### src/rtl/decoder_mac_scheduler_if.sv
// Operand/result bundle for decoder_mac_scheduler: valid/ready input bundle and held valid/ready result bundle.
// Handshake: a transfer happens on a rising edge where valid && ready; the producer holds valid and data stable until then.
interface decoder_mac_scheduler_if #(
  parameter int N_input  = 2,
  parameter int M_output = 9,
  parameter int BITSIZE  = 32
);
  logic                                  in_valid;
  logic                                  in_ready;
  logic [N_input*BITSIZE-1:0]            z;
  logic [N_input*M_output*BITSIZE-1:0]   w;
  logic [M_output*BITSIZE-1:0]           b;
  logic                                  out_valid;
  logic                                  out_ready;
  logic [M_output*BITSIZE-1:0]           out;

  modport master (
    output in_valid, z, w, b, out_ready,
    input  in_ready, out_valid, out
  );

  modport slave (
    input  in_valid, z, w, b, out_ready,
    output in_ready, out_valid, out
  );
endinterface

### src/rtl/decoder_mac_scheduler.sv
// Time-multiplexed decoder layer: out[j] = b[j] + sum_i z[i]*w[j*N_input+i] in signed Q16.16,
// one shared multiply and one shared add, one MAC per cycle walking (j, i).
module decoder_mac_scheduler #(
  parameter int N_input  = 2,
  parameter int M_output = 9,
  parameter int BITSIZE  = 32
) (
  input  logic                  clk,
  input  logic                  rst_n,
  decoder_mac_scheduler_if.slave bus,
  output logic                  busy,
  output logic [1:0]            dbg_state
);
  localparam int IW   = $clog2((N_input  > 2) ? N_input  : 2);
  localparam int JW   = $clog2((M_output > 2) ? M_output : 2);
  localparam int FRAC = 16;

  typedef enum logic [1:0] {
    IDLE = 2'd0,
    RUN  = 2'd1,
    DONE = 2'd2
  } state_t;

  state_t state_q, state_d;

  logic [N_input*BITSIZE-1:0]          z_reg;
  logic [N_input*M_output*BITSIZE-1:0] w_reg;
  logic [M_output*BITSIZE-1:0]         b_reg;
  logic [M_output*BITSIZE-1:0]         out_reg;
  logic [BITSIZE-1:0]                  acc;
  logic [IW-1:0]                       i_cnt;
  logic [JW-1:0]                       j_cnt;

  logic                                last_i, last_j;
  logic [BITSIZE-1:0]                  z_sel, w_sel, b_next, mul, acc_next;
  logic signed [2*BITSIZE-1:0]         prod;
  logic                                unused_prod_bits;

  assign last_i = (i_cnt == IW'(N_input - 1));
  assign last_j = (j_cnt == JW'(M_output - 1));

  // Shared MAC: full-width signed product, arithmetic >>16, keep low word (floor, wraps).
  always_comb begin
    z_sel    = z_reg[int'(i_cnt)*BITSIZE +: BITSIZE];
    w_sel    = w_reg[(int'(j_cnt)*N_input + int'(i_cnt))*BITSIZE +: BITSIZE];
    b_next   = last_j ? b_reg[int'(j_cnt)*BITSIZE +: BITSIZE]
                      : b_reg[(int'(j_cnt) + 1)*BITSIZE +: BITSIZE];
    prod     = $signed({{BITSIZE{z_sel[BITSIZE-1]}}, z_sel}) *
               $signed({{BITSIZE{w_sel[BITSIZE-1]}}, w_sel});
    mul      = prod[BITSIZE+FRAC-1:FRAC];
    acc_next = acc + mul;
  end

  assign unused_prod_bits = ^{prod[2*BITSIZE-1:BITSIZE+FRAC], prod[FRAC-1:0]};

  always_ff @(posedge clk or negedge rst_n) begin
    if (!rst_n) begin
      state_q <= IDLE;
    end else begin
      state_q <= state_d;
    end
  end

  always_comb begin
    state_d       = state_q;
    bus.in_ready  = 1'b0;
    bus.out_valid = 1'b0;
    busy          = 1'b0;
    case (state_q)
      IDLE: begin
        bus.in_ready = 1'b1;
        if (bus.in_valid) state_d = RUN;
      end
      RUN: begin
        busy = 1'b1;
        if (last_i && last_j) state_d = DONE;
      end
      DONE: begin
        busy          = 1'b1;
        bus.out_valid = 1'b1;
        if (bus.out_ready) state_d = IDLE;
      end
      default: state_d = IDLE;
    endcase
  end

  // Operands are captured once per accept; out_reg slots change only while running.
  always_ff @(posedge clk or negedge rst_n) begin
    if (!rst_n) begin
      z_reg   <= '0;
      w_reg   <= '0;
      b_reg   <= '0;
      out_reg <= '0;
      acc     <= '0;
      i_cnt   <= '0;
      j_cnt   <= '0;
    end else begin
      case (state_q)
        IDLE: begin
          if (bus.in_valid) begin
            z_reg <= bus.z;
            w_reg <= bus.w;
            b_reg <= bus.b;
            acc   <= bus.b[BITSIZE-1:0];
            i_cnt <= '0;
            j_cnt <= '0;
          end
        end
        RUN: begin
          if (!last_i) begin
            acc   <= acc_next;
            i_cnt <= i_cnt + IW'(1);
          end else begin
            out_reg[int'(j_cnt)*BITSIZE +: BITSIZE] <= acc_next;
            i_cnt <= '0;
            if (!last_j) begin
              j_cnt <= j_cnt + JW'(1);
              acc   <= b_next;
            end
          end
        end
        default: ;
      endcase
    end
  end

  assign bus.out   = out_reg;
  assign dbg_state = state_q;
endmodule

### src/flat_wrapper.sv
// flat-port wrapper written by rule: the top's interface ports become plain ports
module decoder_mac_scheduler_flat 
#(
  parameter int N_input  = 2,
  parameter int M_output = 9,
  parameter int BITSIZE  = 32
)
  (clk, rst_n, busy, dbg_state, bus_in_valid, bus_z, bus_w, bus_b, bus_out_ready, bus_in_ready, bus_out_valid, bus_out);
  decoder_mac_scheduler_if #(.N_input(N_input), .M_output(M_output), .BITSIZE(BITSIZE)) bus_i ();
  input  logic clk;
  input  logic rst_n;
  output logic busy;
  output logic [1:0] dbg_state;
  input wire logic [$bits(bus_i.in_valid)-1:0] bus_in_valid;
  input wire logic [$bits(bus_i.z)-1:0] bus_z;
  input wire logic [$bits(bus_i.w)-1:0] bus_w;
  input wire logic [$bits(bus_i.b)-1:0] bus_b;
  input wire logic [$bits(bus_i.out_ready)-1:0] bus_out_ready;
  output wire logic [$bits(bus_i.in_ready)-1:0] bus_in_ready;
  output wire logic [$bits(bus_i.out_valid)-1:0] bus_out_valid;
  output wire logic [$bits(bus_i.out)-1:0] bus_out;
  assign bus_i.in_valid = bus_in_valid;
  assign bus_i.z = bus_z;
  assign bus_i.w = bus_w;
  assign bus_i.b = bus_b;
  assign bus_i.out_ready = bus_out_ready;
  assign bus_in_ready = bus_i.in_ready;
  assign bus_out_valid = bus_i.out_valid;
  assign bus_out = bus_i.out;
  decoder_mac_scheduler #(.N_input(N_input), .M_output(M_output), .BITSIZE(BITSIZE)) u_core (.clk(clk), .rst_n(rst_n), .bus(bus_i), .busy(busy), .dbg_state(dbg_state));
endmodule
### config.mk
export PLATFORM = sky130hd
export DESIGN_NAME = decoder_mac_scheduler_flat
export DESIGN_NICKNAME = d
export VERILOG_FILES = /design/src/rtl/decoder_mac_scheduler_if.sv /design/src/rtl/decoder_mac_scheduler.sv /design/src/flat_wrapper.sv
export SDC_FILE = /design/constraint.sdc
export NUM_CORES = 2
export LEC_CHECK = 0
export CAP_MARGIN = 0
export CORE_AREA = 2 2 476 478
export CTS_CLUSTER_DIAMETER = 200
export DETAILED_ROUTE_END_ITERATION = 8
export DIE_AREA = 0 0 478 480
export PLACE_DENSITY = 0.55
export SLEW_MARGIN = 30
export SYNTH_ARGS = -nofsm -noshare
export SYNTH_HDL_FRONTEND = slang
export SYNTH_SLANG_ARGS = --single-unit
export TNS_END_PERCENT = 10
### constraint.sdc
create_clock -name clk -period 15.3 [get_ports clk]
set_clock_uncertainty 0.05 [all_clocks]
set_input_delay 4.59 -clock clk [delete_from_list [all_inputs] [get_ports clk]]
set_output_delay 4.59 -clock clk [all_outputs]
set_load 0.05 [all_outputs]
==> results.toml <==
[status]
status = "complete, no violations"

[layout]
largest_reg_flops = 576
nNetsFinal = 12000
drive_gt1_frac = 0.0709
area_delta_synth_final_pct = 25.0
nFillCells = 21500

[global_route]
grt_pass1_vias = 69200
use_met1 = 0.401
overflow = 0
grt_busiest_layer = "met2"
grt_pass1_wl_mm = 499
grt_max_degree = 247
grt_usage = 0.301
use_met2 = 0.477
antenna_found_initial = 131
use_met3 = 0.0570

[setup_path]
cp-end-kind = "register"
critPathArrivalTime_ns = 14.23
rr_endpoint = "u_core.acc[31]"
worstPathMaxFanout = 28
required_ns = 15.94
start_kind = "register"
r2r_cells = 38
r2r-start = "u_core.i_cnt"
reg2reg_slack_ns = 1.71
crit_top_cell = "fa_1"
slowest_delay_ns = 0.82
slowest_stage = "a21oi_4"
critPathKind = "reg -> reg"

[synthesis]
dominantRegCellSynth = "dfrtp_1"
ys_seq_elements = 1223
avgSynthCellArea_um2 = 9.20
synth_nets = 11000
async_reset_ff_frac = 1.00
yosysSeqAreaShare = 0.370
synth.distinct_cells = 89
synth_edf_count = 0
yosysWarnings = 0
syn-cell-area_um2 = 82700
netlist_instances = 8983

[die]
fp.dieArea_um2 = 229000
initial_core_util = 0.369
die_w_um = 478
fp.coreArea_um2 = 224000
die_y_um = 480
rows = 174
pin_count = 1225

[routing]
wire_per_inst_um = 26.5
ant_nets = 0
drcViolationCount = 0
drt_first_iter_violations = 5877
drt-pass1-iter-count = 6
drt-vias-per-instance = 5.15
vias = 67900
wl_mm = 349

[hold_path]
holdPathStages = 2
hold_class = "reg -> reg"
min_from = "u_core.b_reg[110]"
min_to = "u_core.b_reg[110]"

[sta]
finalHoldViolCount = 0
setup_violations = 0
fmax_mhz = 73.6
period_needed_ns = 13.59
drv_slew = 0
final.period_utilization = 0.888
tightest_slew_ns = 1.04
tns_ns = 0
max_slew_margin = 0.301
rsz0062_at_grt = "no"

[clock_network]
clock-sinks = 1223
cts-root-buf = "clkbuf_16"
hold_buffers = 0
clk_latency_ns = 0.85
cts.path.max_buffers = 3
ctsResizeCount = 0
clk_pin_slew_ns = 0.06
cts_setup_buffers = 0
cts_tree = "yes"
cts-buffers-inserted = 144
htree_levels = 4

[placed_design]
place.gp.congestion = 0.980
portBuffers = 1224
dp.final_hpwl_mm = 274

[flow_run]
cap_viol_max_count = 0
-- cell usage in the layout (no fill, tap or decap), types with 16 or more instances in the layout --
master	count
a21oi_1	81
clkinv_2	18
o21ai_0	306
and2_1	42
clkbuf_16	144
dfrtp_1	1219
a21o_1	42
ha_1	203
nor2_1	546
clkdlybuf4s50_1	1223
a221oi_1	27
nand3_1	16
clkbuf_8	23
o31ai_1	17
xor2_1	30
mux4_2	165
a211oi_1	26
xnor2_1	64
mux2i_1	102
nand2_1	3491
clkbuf_1	41
inv_1	824
nand2b_1	69
or2_2	22
diode_2	63
fa_1	839
buf_4	133
nor2b_1	38
mux2_2	57
-- how the worst max path moves through the flow --
stage	start	end	slack [ns]
6_report	u_core.i_cnt	u_core.acc[31]	1.71
5_1_grt	u_core.i_cnt	u_core.bus.out[93]	1.09
4_1_cts	u_core.i_cnt	u_core.acc[31]	1.81
3_5_place_dp	u_core.i_cnt	u_core.acc[31]	1.88
3_3_place_gp	u_core.i_cnt	u_core.acc[31]	2.00
2_1_floorplan	u_core.i_cnt	u_core.bus.out[126]	3.34
-- critical path: cells and delay by family (launching register included) --
kind | cells | cell delay [ns]
DFF | 1 | 0.74
xor gates and xnor gates | 2 | 0.37
buffers and inverters | 4 | 1.19
and+or+nand+nor | 9 | 1.75
muxes | 2 | 0.86
adders and majority gates | 10 | 4.51
AOI/OAI and AO/OA | 11 | 3.90
-- cells in the mapped netlist (all sizes together), types with 27 or more instances --
cell | n | area [um2]
a221oi | 28 | 251
and2 | 43 | 269
mux2 | 57 | 642
nand2b | 69 | 432
nand2 | 3497 | 13100
ha | 203 | 2540
inv | 829 | 3110
fa | 839 | 16800
xor2 | 30 | 263
clkbuf | 374 | 1400
dfrtp | 1223 | 30600
nor2b | 38 | 238
nor2 | 555 | 2120
mux2i | 123 | 1230
mux4 | 166 | 3740
xnor2 | 69 | 638
o21ai | 314 | 1580
or2 | 30 | 188
buf | 117 | 724
a211oi | 27 | 208
a21oi | 94 | 504
a21o | 42 | 315
-- through the flow --
stage / std cells / util / worst slack [ns] / instance area [um2] / hold WS, ns
floorplan: 8983 / - / 3.34 / 82700 / 0.387
global placement: 12900 / 0.438 / 2.00 / 98200 / 0.402
detailed placement: 12900 / 0.439 / 1.88 / 98300 / 0.405
CTS: 13100 / 0.460 / 1.81 / 103000 / 0.419
global route: 13200 / 0.461 / 1.09 / 103000 / 0.438
finish: 13200 / 0.461 / 1.71 / 103000 / 0.418
-- cell families after synthesis --
logic type               after synthesis  share of synthesized area
AO/OA/AOI/OAI                        636                     0.0484
XOR/XNOR                             102                     0.0117
adder cells (fa/ha/maj)             1042                      0.234
buffers and inverters               1322                     0.0635
flip-flops                          1223                      0.370
multiplexers                         346                     0.0679
AND/OR/NAND/NOR                     4312                      0.204
-- metal layers --
metal | routed length (um) | part of all wire
met5 | 382 | 0.0011
met1 | 144000 | 0.41
met2 | 165000 | 0.47
met3 | 23900 | 0.069
met4 | 15000 | 0.043
-- layout make-up --
cell class              count  area [um2]  share of cell area
multi-input cells        6438       47300               0.458
well taps                2992        3740              0.0362
inverters                 831        3120              0.0302
clock buffers             207        4060              0.0393
clock inverters            46         682             0.00660
repair buffers           1377       13600               0.132
flip-flops and latches   1223       30600               0.296
diodes                     63         158             0.00153
Power is left out: the tool's default activity adds up to more than one toggle a clock period on the data nets, which glitch-free logic cannot reach.
